--- src/rtl/sa_pkg.sv ---
// Shared definitions for the systolic-array command sequencer: states, opcodes, sizing.
package sa_pkg;

    localparam int unsigned N_DEFAULT = 4;

    localparam logic [7:0] CMD_LOAD_W = 8'h01;
    localparam logic [7:0] CMD_RUN    = 8'h02;
    localparam logic [7:0] CMD_READ   = 8'h03;
    localparam logic [7:0] CMD_ABORT  = 8'hFF;

    // Shift burst length: enough steps to skew activations fully through an n x n array.
    function automatic int unsigned run_cycles(input int unsigned n);
        return 3 * n - 2;
    endfunction

    typedef enum logic [2:0] {
        ST_IDLE,
        ST_LOADW,
        ST_CLR,
        ST_RUN,
        ST_DONE,
        ST_READ
    } state_e;

endpackage

--- src/rtl/sa_step_counter.sv ---
// Clearable step counter shared by all sequencer phases; flags when it sits on the terminal value.
module sa_step_counter
    import sa_pkg::*;
#(
    parameter int unsigned W  = 4,
    parameter int unsigned RW = 2
) (
    input  logic          Clock,
    input  logic          rst_n,
    input  logic          clr,
    input  logic          en,
    input  logic [W-1:0]  term,
    output logic [RW-1:0] idx,
    output logic          last
);

    logic [W-1:0] cnt_q, cnt_d;

    // Clear wins over increment so a phase exit always restarts from zero.
    always_comb begin
        cnt_d = cnt_q;
        if (clr) begin
            cnt_d = '0;
        end else if (en) begin
            cnt_d = cnt_q + W'(1);
        end
    end

    always_ff @(posedge Clock or negedge rst_n) begin
        if (!rst_n) begin
            cnt_q <= '0;
        end else begin
            cnt_q <= cnt_d;
        end
    end

    assign idx  = cnt_q[RW-1:0];
    assign last = (cnt_q == term);

endmodule

--- src/rtl/sa_sequencer.sv ---
// Opcode-driven sequencer for the systolic array: weight load, clear + shift burst, and result readout.
module sa_sequencer
    import sa_pkg::*;
#(
    parameter int unsigned N          = N_DEFAULT,
    parameter logic [7:0]  CMD_LOAD_W = sa_pkg::CMD_LOAD_W,
    parameter logic [7:0]  CMD_RUN    = sa_pkg::CMD_RUN,
    parameter logic [7:0]  CMD_READ   = sa_pkg::CMD_READ,
    parameter logic [7:0]  CMD_ABORT  = sa_pkg::CMD_ABORT,
    parameter int unsigned RUN_CYCLES = run_cycles(N)
) (
    input  logic                 Clock,
    input  logic                 rst_n,
    input  logic                 uart_rw,
    input  logic [7:0]           uart_in,
    input  logic                 rd_ready,
    output logic                 busy,
    output logic                 w_load,
    output logic [$clog2(N)-1:0] w_row,
    output logic                 acc_clr,
    output logic                 shift,
    output logic                 rd_valid,
    output logic [$clog2(N)-1:0] rd_row,
    output logic                 done,
    output logic                 cmd_err
);

    localparam int unsigned CW = $clog2(RUN_CYCLES);
    localparam int unsigned RW = $clog2(N);

    state_e          state_q, state_d;
    logic            cmd_err_q, cmd_err_d;
    logic            cnt_clr, cnt_en, cnt_last;
    logic [CW-1:0]   cnt_term;
    logic [RW-1:0]   cnt_idx;
    logic            is_op;

    assign is_op = (uart_in == CMD_LOAD_W) || (uart_in == CMD_RUN) || (uart_in == CMD_READ);

    sa_step_counter #(
        .W  (CW),
        .RW (RW)
    ) u_step_counter (
        .Clock (Clock),
        .rst_n (rst_n),
        .clr   (cnt_clr),
        .en    (cnt_en),
        .term  (cnt_term),
        .idx   (cnt_idx),
        .last  (cnt_last)
    );

    // Next state, counter control and error strobe.
    always_comb begin
        state_d   = state_q;
        cnt_clr   = 1'b0;
        cnt_en    = 1'b0;
        cnt_term  = '0;
        cmd_err_d = 1'b0;

        case (state_q)
            ST_IDLE: begin
                cnt_clr = 1'b1;
                if (uart_rw) begin
                    if (uart_in == CMD_LOAD_W) begin
                        state_d = ST_LOADW;
                    end else if (uart_in == CMD_RUN) begin
                        state_d = ST_CLR;
                    end else if (uart_in == CMD_READ) begin
                        state_d = ST_READ;
                    end
                end
            end
            ST_LOADW: begin
                cnt_term = CW'(N - 1);
                if (cnt_last) begin
                    state_d = ST_IDLE;
                    cnt_clr = 1'b1;
                end else begin
                    cnt_en = 1'b1;
                end
            end
            ST_CLR: begin
                cnt_clr = 1'b1;
                state_d = ST_RUN;
            end
            ST_RUN: begin
                cnt_term = CW'(RUN_CYCLES - 1);
                if (cnt_last) begin
                    state_d = ST_DONE;
                    cnt_clr = 1'b1;
                end else begin
                    cnt_en = 1'b1;
                end
            end
            ST_DONE: begin
                cnt_clr = 1'b1;
                state_d = ST_IDLE;
            end
            ST_READ: begin
                cnt_term = CW'(N - 1);
                if (rd_ready) begin
                    if (cnt_last) begin
                        state_d = ST_IDLE;
                        cnt_clr = 1'b1;
                    end else begin
                        cnt_en = 1'b1;
                    end
                end
            end
            default: begin
                state_d = ST_IDLE;
                cnt_clr = 1'b1;
            end
        endcase

        // Bytes arriving mid-sequence: abort overrides everything, other opcodes only flag an error.
        if (state_q != ST_IDLE && uart_rw) begin
            if (uart_in == CMD_ABORT) begin
                state_d = ST_IDLE;
                cnt_clr = 1'b1;
                cnt_en  = 1'b0;
            end else if (is_op) begin
                cmd_err_d = 1'b1;
            end
        end
    end

    always_ff @(posedge Clock or negedge rst_n) begin
        if (!rst_n) begin
            state_q   <= ST_IDLE;
            cmd_err_q <= 1'b0;
        end else begin
            state_q   <= state_d;
            cmd_err_q <= cmd_err_d;
        end
    end

    assign busy     = (state_q != ST_IDLE);
    assign w_load   = (state_q == ST_LOADW);
    assign w_row    = w_load ? cnt_idx : '0;
    assign acc_clr  = (state_q == ST_CLR);
    assign shift    = (state_q == ST_RUN);
    assign done     = (state_q == ST_DONE);
    assign rd_valid = (state_q == ST_READ);
    assign rd_row   = rd_valid ? cnt_idx : '0;
    assign cmd_err  = cmd_err_q;

endmodule

--- config.mk ---
export PLATFORM = sky130hd
export DESIGN_NAME = sa_sequencer
export DESIGN_NICKNAME = d
export VERILOG_FILES = /design/src/rtl/sa_pkg.sv /design/src/rtl/sa_step_counter.sv /design/src/rtl/sa_sequencer.sv
export SDC_FILE = /design/constraint.sdc
export NUM_CORES = 1
export LEC_CHECK = 0
export BUFFER_PORTS_ARGS = -buffer_cell sky130_fd_sc_hd__buf_2
export CAP_MARGIN = 20
export CORE_MARGIN = 2
export CORE_UTILIZATION = 50
export CTS_BUF_LIST = sky130_fd_sc_hd__clkbuf_4
export CTS_CLUSTER_DIAMETER = 200
export DETAILED_ROUTE_END_ITERATION = 8
export GPL_ROUTABILITY_DRIVEN = 0
export PLACE_DENSITY = 0.8
export REMOVE_ABC_BUFFERS = 1
export SLEW_MARGIN = 20
export SYNTH_ARGS = -nofsm -noshare
export SYNTH_HDL_FRONTEND = slang
export SYNTH_HIERARCHICAL = 1
export SYNTH_SLANG_ARGS = --single-unit
--- constraint.sdc ---
create_clock -name Clock -period 3 [get_ports Clock]
set_input_delay 0.45 -clock Clock [delete_from_list [all_inputs] [get_ports Clock]]
set_output_delay 0.45 -clock Clock [all_outputs]
set_load 0.05 [all_outputs]
After elaboration in Yosys (flattened, before gate mapping)
Cells that the tools add are included.
W data, S select, Z words.

word-level totals
  flip-flop bits (word level) = 8
  input bits = 12
  output and inout port bits = 11
  word-level logic and storage cells = 50

operators by class
  add/sub/neg operators = 1
  eq/ne operators = 10
  muxes and demuxes = 28
  reduce and logical (&&, ||, !) cells = 8

operator list
  cell                   number
  $mux W3                9
  $eq A8 B2 Y1 const B   2
  $pmux W3 S5            1
  $mux W1                11
  $eq A8 B1 Y1 const B   1
  $eq A8 B8 Y1 const B   1
  $mux W4                2
  $pmux W4 S2            1
  $eq A3 B2 Y1 const B   2
  $eq A3 B3 Y1 const B   2
  $add A4 B1 Y4 const B  1
  $eq A4 B4 Y1           1
  $mux W2                2
  $pmux W1 S2            2
  $reduce_or A2 Y1       2
  $eq A3 B1 Y1 const B   1
  $logic_not A3 Y1       1
  $reduce_bool A3 Y1     1
  $logic_or A1 B1 Y1     2
  $reduce_bool A2 Y1     1
  $logic_and A1 B1 Y1    1

Depth between registers and ports, before layout
  word-level depth = 11
  mapped depth = 10
  gate-level depth less buffers = 9

Hierarchy
Netlist, hierarchy kept.

by module, submodules not included
  module           times used  cells an instance  area each (um^2)  sequential area each (um^2)
  sa_sequencer     1           53                 399.1             100.1
  sa_step_counter  1           23                 249.0             100.1

Worst setup path after synthesis
No wires, ideal clock.

  kind = reg-to-reg
  start point = reg state_q[0]
  end point = reg u_step_counter.cnt_q[3]
  setup time = 0.125 ns
  arrival = 2.263 ns
  data required time = 2.875 ns
  slack = 0.612 ns
  cell stages (with the launch flop) = 8
  buffers on the path = 1
  period minus slack after synthesis = 2.388 ns
  path through = dfrtp_1 > buf_2 > a21boi_1 > xor2_1 > nor4_1 > nor4b_1 > nand4_1 > mux2_4

on the way
  cells in the longest elaborated chain, start to end = 10
  elaborated cells on any way between the ends = 21
  those cells by class = eq/ne (4); mux (12); reduce/logical (5)

RTL lines
  item                                          RTL line                                                     text
  start: declaration                            sa_sequencer.sv:31                                           state_e state_q, state_d;
  start signal: assignment                      sa_sequencer.sv:134                                          state_q <= state_d;
  $eq A3 B1 Y1 or $eq A3 B3 Y1 (tied branches)  sa_sequencer.sv:61                                           case (state_q)
  $reduce_or A2 Y1 (no source line)             -
  $pmux W4 S2 (*)                               sa_sequencer.sv:61
  via cnt_term[0]                               sa_sequencer.sv:34                                           logic [CW-1:0] cnt_term;
  $eq A4 B4 Y1 (*)                              sa_step_counter.sv:38                                        assign last = (cnt_q == term);
  via cnt_last                                  sa_sequencer.sv:33                                           logic cnt_clr, cnt_en, cnt_last;
  $mux W1 (*)                                   sa_sequencer.sv:76, sa_sequencer.sv:89, sa_sequencer.sv:103
  $mux W1                                       sa_sequencer.sv:102                                          if (rd_ready) begin
  $pmux W1 S2 (*)                               sa_sequencer.sv:61
  $mux W1                                       sa_sequencer.sv:119                                          if (uart_in == CMD_ABORT) begin
  $mux W1 (*)                                   sa_sequencer.sv:118                                          if (state_q != ST_IDLE && uart_rw) begin
  via cnt_en                                    sa_sequencer.sv:33
  $reduce_bool A2 Y1 (no source line) (*)       -
  end signal: assignment                        sa_step_counter.sv:33                                        cnt_q <= cnt_d;
  end: declaration                              sa_step_counter.sv:17                                        logic [W-1:0] cnt_q, cnt_d;

The timed path passes the listed nets; every way through them passes the cells marked *.
A chain may end at the register's enable or synchronous reset.

Worst setup path after layout
Same ends and word-level chain as after synthesis.

==> out/metrics.csv <==
stage;metric;value;unit
setup_path;ff2ff_path_depth;7;
pwr;combPwrFrac;46.4;%
grt;top_usage_layer;met2;
route;vias_per_cell;5.62;
pwr;p_seq_share;34.8;%
setup_path;cp_max_fo;14;
grt;use_met3;3.33;%
setup_path;crit_required;3130;ps
setup_path;reg2reg_from;state_q[0];
timing;worst_pin_slew;1000;ps
setup_path;startpoint_type;flop;
pwr;finalPower;0.413;mW
timing;period_share;90.1;%
place;dpl.hpwl;1090;um
route;ant_nets;0;
grt;grt_pass1_vias;500;
floorplan;die_area;1600;um^2
pwr;power.switching;0.192;mW
synthesis;ys_warn_count;6;
finish;multiInputGateArea;400;um^2
finish;drive_above_1_share;36.5;%
finish;areaGrowthSynthToFinish;18.1;%
cts;clkSinkCount;8;
synthesis;synth_flop_cell;dfrtp_1;
setup_path;reg2reg_slack;300;ps
timing;max_freq;370;MHz
cts;cts_inserted_buffers;3;
route;wl_per_cell;12.4;um
finish;layout.nets;111;
synthesis;ys_ff_latch;8;
grt;antenna_found_initial;0;
grt;overflow;0;
grt;grt_max_degree;15;
pwr;power_density;539;nW/um^2
pwr;vdd_drop_max;0.405;mV
timing;skew;6.16;ps
timing;slew_headroom;32.3;%
finish;design_area;766;um^2
setup_path;endpoint_kind;flop;
synthesis;synth_edf_count;0;
cts;cts_tree;built;
timing;rsz0062_at_grt;no;
floorplan;ios;23;
timing;maxSlewViolCount;0;
setup_path;crit_start;state_q[0];
cts;hold_buffers;0;
pwr;switching_share;46.4;%
setup_path;worstPathArrival;2840;ps
timing;setup_viol;0;
grt;met1_usage;29.3;%
synthesis;seq_area_frac_synth;30.9;%
floorplan;core;1160;um^2
synthesis;yosys.cell_types.count;34;
route;drc;0;
route;wl;1360;um
grt;grt_pass1_wl;2130;um
timing;setup_slack;298;ps
setup_path;crit_type;flop to flop;
cts;htree_levels;1;
grt;met2_usage;29.4;%
route;drt_iter0_drc;13;
timing;hold-worst-slack;33.9;ps
synthesis;yosysTopAreaCell;dfrtp_1;
finish;n_fill_cell;100;
cts;cts_setup_buffers;0;
cts;worstSkewPairLatency;250;ps
synthesis;synthTopCellsByArea;dfrtp_1, and3_1, xor2_1, nor2_1, a21oi_1;
floorplan;die_w;40.0;um
synthesis;synth_cells;76;
synthesis;syn_area_per_cell;8.53;um^2
floorplan;start_util;56.1;%
run_status;status;complete, no violations;
pwr;power.leakage;0.426;nW
synthesis;synthTopCellsByCount;dfrtp_1, nor2_1, and3_1, a21oi_1;
finish;postLayoutCoreUtil;66.2;%
pwr;intPower;0.221;mW
pwr;pwr-share-clk;18.8;%
timing;fin_tns_setup;0;ps
cts;clock-root-buffer;clkbuf_4;
route;vias;618;
floorplan;chipHeight;40.0;um
run;max_cap_violations;0;
place;place_area;743;um^2
place;dp.cells;107;
place;post-place-ws;344;ps
finish;antennaDiodeCount;0;
route;dr.pass1.iters;4;
synthesis;netlist_area;648;um^2
synthesis;synth_top_area_share;30.9;%
finish;final-instance-count-excl-fill;110;
cts;cts_resized;0;
timing;min_period;2700;ps
synthesis;postSynth.asyncResetShare;100;%
finish;regArea;200;um^2
place;portBuffers;22;
floorplan;rows;12;
timing;finalHoldViolations;0;
grt;track_usage;20.4;%
cts;clk_path_buf_depth;2;
worst_hold_path;hold_path.class;input pin to asynchronous set/reset pin;
cts;clk_pin_slew;50;ps
setup_path;r2r-end;u_step_counter/cnt_q[3];
## cells by family after synthesis
logic type	after synthesis	synth area share [%]
simple gates	36	33.2
compound gates	14	15.4
buf+inv	9	7.34
flops	8	30.9
xor+xnor	5	6.76
mux	2	3.86
fa+ha+maj	1	1.93
other cells	1	0.579
## area by class of cell
| class | count | area share (%) |
|---|---|---|
| clock buffer | 3 | 2.94 |
| inverter | 4 | 1.96 |
| multi-input combinational | 59 | 52.3 |
| timing repair buffer | 22 | 14.4 |
| sequential | 8 | 26.1 |
| tap | 14 | 2.29 |
## per-layer routing
metal / up-vias / share of wire, %
met4: 0 / 0.81
li1: 316 / -
met3: 2 / 4.3
met1: 286 / 50
met5: - / 0
met2: 14 / 45
## flip-flops by register name, indices dropped and copies added, names as in the netlist
signal,cells
u_step_counter/cnt_q,4
state_q,3
cmd_err,1
## power by group through the flow
| stage | Clock, mW | Combinational [mW] | Sequential (mW) |
|---|---|---|---|
| after floorplan | 0 | 0.150 | 0.138 |
| after global placement | 0 | 0.188 | 0.144 |
| after detailed placement | 0 | 0.191 | 0.145 |
| after CTS | 0.0824 | 0.193 | 0.144 |
| after global routing | 0.0872 | 0.208 | 0.147 |
| final | 0.0777 | 0.191 | 0.144 |
## placed cells by master (no fill, tap or decap), drive strengths merged
cell type,n
a211oi,1
a21bo,1
a21boi,1
a21oi,5
a32oi,1
and3,8
buf,22
clkbuf,3
conb,1
dfrtp,8
ha,1
inv,4
mux2,1
mux2i,1
nand2,3
nand3,2
nand3b,2
nand4,3
nor2,8
nor2b,1
nor3,5
nor4,3
nor4b,1
o211a,1
o21ai,2
o22a,1
o22ai,1
xnor2,1
xor2,4
## how the worst max path moves through the flow
stage | end | depth (start not counted)
after CTS | u_step_counter/cnt_q[3] | 7
after global routing | u_step_counter/cnt_q[3] | 7
after global placement | u_step_counter/cnt_q[3] | 6
final | u_step_counter/cnt_q[3] | 7
after detailed placement | u_step_counter/cnt_q[3] | 6
after floorplan | u_step_counter/cnt_q[3] | 6
## worst max-delay path: stages, from the launching register on
cell and delay, ps:
dfrtp_1 560, nand2_1 190, inv_2 120, xor2_1 150, nor4_1 130, nor4b_1 890, nand4_1 220, mux2_4 340
Note: power is estimated with default switching activity, not from simulation.
